$ cat src/rtl/dmem_wait_responder.sv
// Multi-cycle data-memory responder: one outstanding word access, WAIT_CYCLES wait states,
// one-cycle response pulse. Optional out-of-range checking via DMEM_RANGE_CHECK_EN.
module dmem_wait_responder #(
  parameter int ADDR_W      = 8,
  parameter int WAIT_CYCLES = 2
) (
  input  logic        clk,
  input  logic        rst,
  input  logic        req_valid,
  output logic        req_ready,
  input  logic        req_write,
  input  logic [15:0] req_addr,
  input  logic [15:0] req_wdata,
  output logic        rsp_valid,
  output logic [15:0] rsp_rdata,
  output logic        rsp_err,
  output logic        busy
);

  typedef enum logic [1:0] {IDLE, WAIT, RESP} state_t;

  state_t            state, state_nxt;
  logic [3:0]        cnt;
  logic              write_q;
  logic [ADDR_W-1:0] addr_q;
  logic [15:0]       wdata_q;
  logic              oor_q, oor_in;
  logic              accept, access;
  logic [15:0]       mem [2**ADDR_W];

`ifdef DMEM_RANGE_CHECK_EN
  assign oor_in = (req_addr >> ADDR_W) != 16'd0;
`else
  // Upper address bits alias into the array.
  logic unused_addr_hi;
  assign unused_addr_hi = ^(req_addr >> ADDR_W);
  assign oor_in = 1'b0;
`endif

  assign req_ready = (state != WAIT);
  assign busy      = (state == WAIT);
  assign rsp_valid = (state == RESP);
  assign accept    = req_valid && req_ready;
  assign access    = (state == WAIT) && (cnt == 4'd0);

  always_comb begin
    state_nxt = state;
    case (state)
      IDLE:    if (accept) state_nxt = WAIT;
      WAIT:    if (cnt == 4'd0) state_nxt = RESP;
      RESP:    state_nxt = accept ? WAIT : IDLE;
      default: state_nxt = IDLE;
    endcase
  end

  always_ff @(posedge clk) begin
    if (rst) begin
      state     <= IDLE;
      cnt       <= 4'd0;
      rsp_rdata <= 16'h0000;
      rsp_err   <= 1'b0;
    end else begin
      state <= state_nxt;
      if (accept)
        cnt <= 4'(WAIT_CYCLES);
      else if (state == WAIT && cnt != 4'd0)
        cnt <= cnt - 4'd1;
      if (access) begin
        rsp_err <= oor_q;
        if (oor_q)        rsp_rdata <= 16'h0000;
        else if (write_q) rsp_rdata <= wdata_q;
        else              rsp_rdata <= mem[addr_q];
      end
    end
  end

  // Request fields are only meaningful while in WAIT, so they need no reset.
  always_ff @(posedge clk) begin
    if (accept) begin
      write_q <= req_write;
      addr_q  <= req_addr[ADDR_W-1:0];
      wdata_q <= req_wdata;
      oor_q   <= oor_in;
    end
  end

  // Gating with rst keeps an abandoned write out of the array.
  always_ff @(posedge clk) begin
    if (!rst && access && write_q && !oor_q)
      mem[addr_q] <= wdata_q;
  end

endmodule
$ cat config.mk
export PLATFORM = sky130hd
export DESIGN_NAME = dmem_wait_responder
export DESIGN_NICKNAME = d
export VERILOG_FILES = /design/src/rtl/dmem_wait_responder.sv
export SDC_FILE = /design/constraint.sdc
export NUM_CORES = 2
export LEC_CHECK = 0
export CELL_PAD_IN_SITES_DETAIL_PLACEMENT = 1
export CELL_PAD_IN_SITES_GLOBAL_PLACEMENT = 1
export CORE_UTILIZATION = 35
export DETAILED_ROUTE_END_ITERATION = 10
export PLACE_DENSITY = 0.55
export SETUP_SLACK_MARGIN = 0.15
export SLEW_MARGIN = 20
export SYNTH_ARGS = -nofsm -noshare
export SYNTH_HDL_FRONTEND = slang
export SYNTH_SLANG_ARGS = --single-unit
$ cat constraint.sdc
create_clock -name clk -period 13.6 [get_ports clk]
set_input_delay 2.04 -clock clk [delete_from_list [all_inputs] [get_ports clk]]
set_output_delay 2.04 -clock clk [all_outputs]
set_load 0.01 [all_outputs]
==> impl_metrics.env <==
export IMPL_cts_hold_buf=0
export IMPL_ctsLongestPathBuffers=4
export IMPL_crit_top_cell="buf_4"
export IMPL_cts_setup_buffers=0
export IMPL_multi_input_area_sq_mm=0.03219
export IMPL_cp_data_required_time_ns=14.26
export IMPL_vdd_drop_max_mv=0.1197
export IMPL_cts_num_sinks=4143
export IMPL_grt_max_degree=211
export IMPL_clkTransAtPathRegs_ns=0.06
export IMPL_pwr_share_clk_pct=42.3
export IMPL_drc=0
export IMPL_synth_fp_nets=6953
export IMPL_die_h_microns=674.5
export IMPL_finalSetupViolCount=0
export IMPL_slew_viol_final=0
export IMPL_gp_congestion=0.8198
export IMPL_cp_slowest_cell="nor2_1"
export IMPL_start_util_pct=35.20
export IMPL_seqPwrFrac_pct=52.1
export IMPL_coreArea_sq_mm=0.4497
export IMPL_swShare_pct=22.02
export IMPL_floorplan_die_area_sq_mm=0.4550
export IMPL_ys_seq_area_share_pct=78.45
export IMPL_drive_above_1_share_pct=27.79
export IMPL_pwr_share_comb_pct=5.6
export IMPL_clock_root_buffer="clkbuf_16"
export IMPL_fin_nets=7405
export IMPL_async_reset_ff_share_pct=0
export IMPL_io_pins=56
export IMPL_fp_row_count=246
export IMPL_synth_area_leaders="edfxtp_1 (78%), mux4_2 (15%), mux2i_1 (0.75%)"
export IMPL_worstSetupEndpointType="flop"
export IMPL_max_cap_viol_count=0
export IMPL_nFillCells=41840
export IMPL_synth_top_cells_by_count="edfxtp_1 (4121), mux4_2 (1025), nor2_1 (310)"
export IMPL_tightest_slew_ns=1.296
export IMPL_worstSkewPairLatency_ns=0.99
export IMPL_finalHoldViolations=0
export IMPL_arrival_ns=6.41
export IMPL_avgSynthCellArea_sq_um=22.89
export IMPL_synth_warning_count=0
export IMPL_wl_microns=465900
export IMPL_crit_path_start_kind="input port"
export IMPL_htreeDepth=5
export IMPL_synth_top_area_cell="edfxtp_1"
export IMPL_p_leak_uw=0.05530
export IMPL_slew_headroom_pct=12.71
export IMPL_routedWlPerCell_microns=34.03
export IMPL_synth_enable_flop_cells=4121
export IMPL_cts_buffers=421
export IMPL_grt_overflow=0
export IMPL_power_density_mw_per_mm2=149.7
export IMPL_drt_iter0_drc=9135
export IMPL_port_buffers=46
export IMPL_regArea_sq_mm=0.1242
export IMPL_critPathTopFamily="simple AND/OR/NAND/NOR gates"
export IMPL_min_period_ns=5.750
export IMPL_postPlaceCellArea_sq_mm=0.1673
export IMPL_globalRouteTotalUtil_pct=20.20
export IMPL_antenna_found_initial=39
export IMPL_dpl_hpwl_microns=278500
export IMPL_p_int_uw=21130
export IMPL_synth_most_common_cell="edfxtp_1"
export IMPL_path_max_fanout=13
export IMPL_synth_top_area_share_pct=78.17
export IMPL_worst_path_buf_inv=5
export IMPL_fp_dieW_microns=674.5
export IMPL_max_freq_mhz=173.9
export IMPL_hold_class="flop to flop"
export IMPL_crit_path_cell_trace="clkdlybuf4s50_1 -> buf_4 -> nor3_2 -> buf_4 -> nand2_1 -> nor3_1 -> nand2_2 -> buf_4 -> nor2_1 -> buf_4"
export IMPL_num_vias=76470
export IMPL_drtAntennaViolNets=0
export IMPL_cts_resized=0
export IMPL_synthCells=6915
export IMPL_synth_main_ff_cell="edfxtp_1"
export IMPL_area_growth_pct=14.36
export IMPL_path_class="input port to flop"
export IMPL_grt_pass1_wl_microns=643700
export IMPL_vias_per_cell=5.585
export IMPL_synth_area_sq_mm=0.1583
export IMPL_status="completed"
export IMPL_cts_tree="yes"
export IMPL_grt_pass1_vias=78590
export IMPL_power_net_switching_uw=5968
export IMPL_ys_ff_latch=4143
export IMPL_fin_setup_tns_ns=0
export IMPL_rsz0062_at_grt="no"
export IMPL_dr_pass1_iters=6
export IMPL_finish_instance_area_sq_mm=0.1810
export IMPL_final_setup_skew_ns=0.03722
export IMPL_critPathMaxStageDelay_ns=0.87
export IMPL_ys_types=73
export IMPL_fin_crit_sh_pct=42.28
-- layout make-up --
cell class	count	area share, %
clock buffer	516	6.163
antenna	20	0.02765
inverter	14	0.03041
multi-input combinational	2363	17.78
tap	5952	4.114
clock inverter	258	1.263
sequential	4143	68.60
timing repair buffer	424	2.019
-- placed cells by master (no fill, tap or decap), drive strengths merged, types with 106 or more instances in the layout --
| cell | n |
|---|---|
| edfxtp | 4121 |
| mux4 | 1036 |
| clkbuf | 516 |
| buf | 378 |
| nor2 | 310 |
| clkinv | 203 |
| a22oi | 140 |
| nand2 | 124 |
| mux2i | 118 |
| o22ai | 106 |
-- flip-flops by register name, indices dropped and copies added, names as in the netlist --
signal	cells
addr_q	8
cnt	4
mem	4096
rsp_rdata	16
state	2
wdata_q	16
write_q	1
-- power by group through the flow --
stage	sequential, uW	clock (uW)	combinational [uW]
2_1_floorplan	14500	0	757
3_3_place_gp	14400	0	1510
3_5_place_dp	14400	0	1540
4_1_cts	14100	11700	1550
5_1_grt	14100	12100	1590
6_report	14100	11500	1520
-- per-layer routing --
metal | GRT usage [%] | wire length (microns)
met3 | 3.183 | 30600
met1 | 28.27 | 196300
met5 | 0 | 0
met4 | 5.929 | 14000
met2 | 32.75 | 225000
-- tightest hold or removal path: stages, from the launching register on --
cell and delay [ns]:
dfxtp_1 0.36, a211oi_1 0.08, nor2_1 0.07
-- final timing paths --
| path | from | end | slack, ns | cells after the start |
|---|---|---|---|---|
| min reg2reg | cnt[1] | cnt[1] | 0.55 | 2 |
| max reg2reg | addr_q[1] | rsp_rdata[7] | 7.88 | 10 |
| max | rst | mem[112][6] | 7.85 | 10 |
| min | cnt[1] | cnt[1] | 0.55 | 2 |
-- cells by family (layout without fill, tap and decap cells) --
group                    Yosys count  after routing  synth area share, %
XOR/XNOR                           3              3              0.01660
multiplexers                    1166           1166                15.60
buffers and inverters            409           1212                1.547
flip-flops                      4143           4143                78.45
AND/OR/NAND/NOR                  613            613                1.727
adder cells (fa/ha/maj)            2              2              0.01581
other                              1             21             0.002369
AO/OA/AOI/OAI                    578            578                2.643
-- through the flow --
step | worst slack, ns | total power [uW] | cells | hold slack, ns | utilization (%)
final | 7.850 | 27100 | 13690 | 0.5465 | 40.26
after global routing | 7.468 | 27790 | 13670 | 0.5737 | 40.25
after CTS | 7.748 | 27330 | 13670 | 0.5510 | 40.20
after detailed placement | 6.833 | 15930 | 12890 | 0.5359 | 37.21
after global placement | 7.044 | 15900 | 12890 | 0.5262 | 37.20
after floorplan | 9.258 | 15290 | 6915 | 0.4862 | -
(Power assumes the default switching activity.)
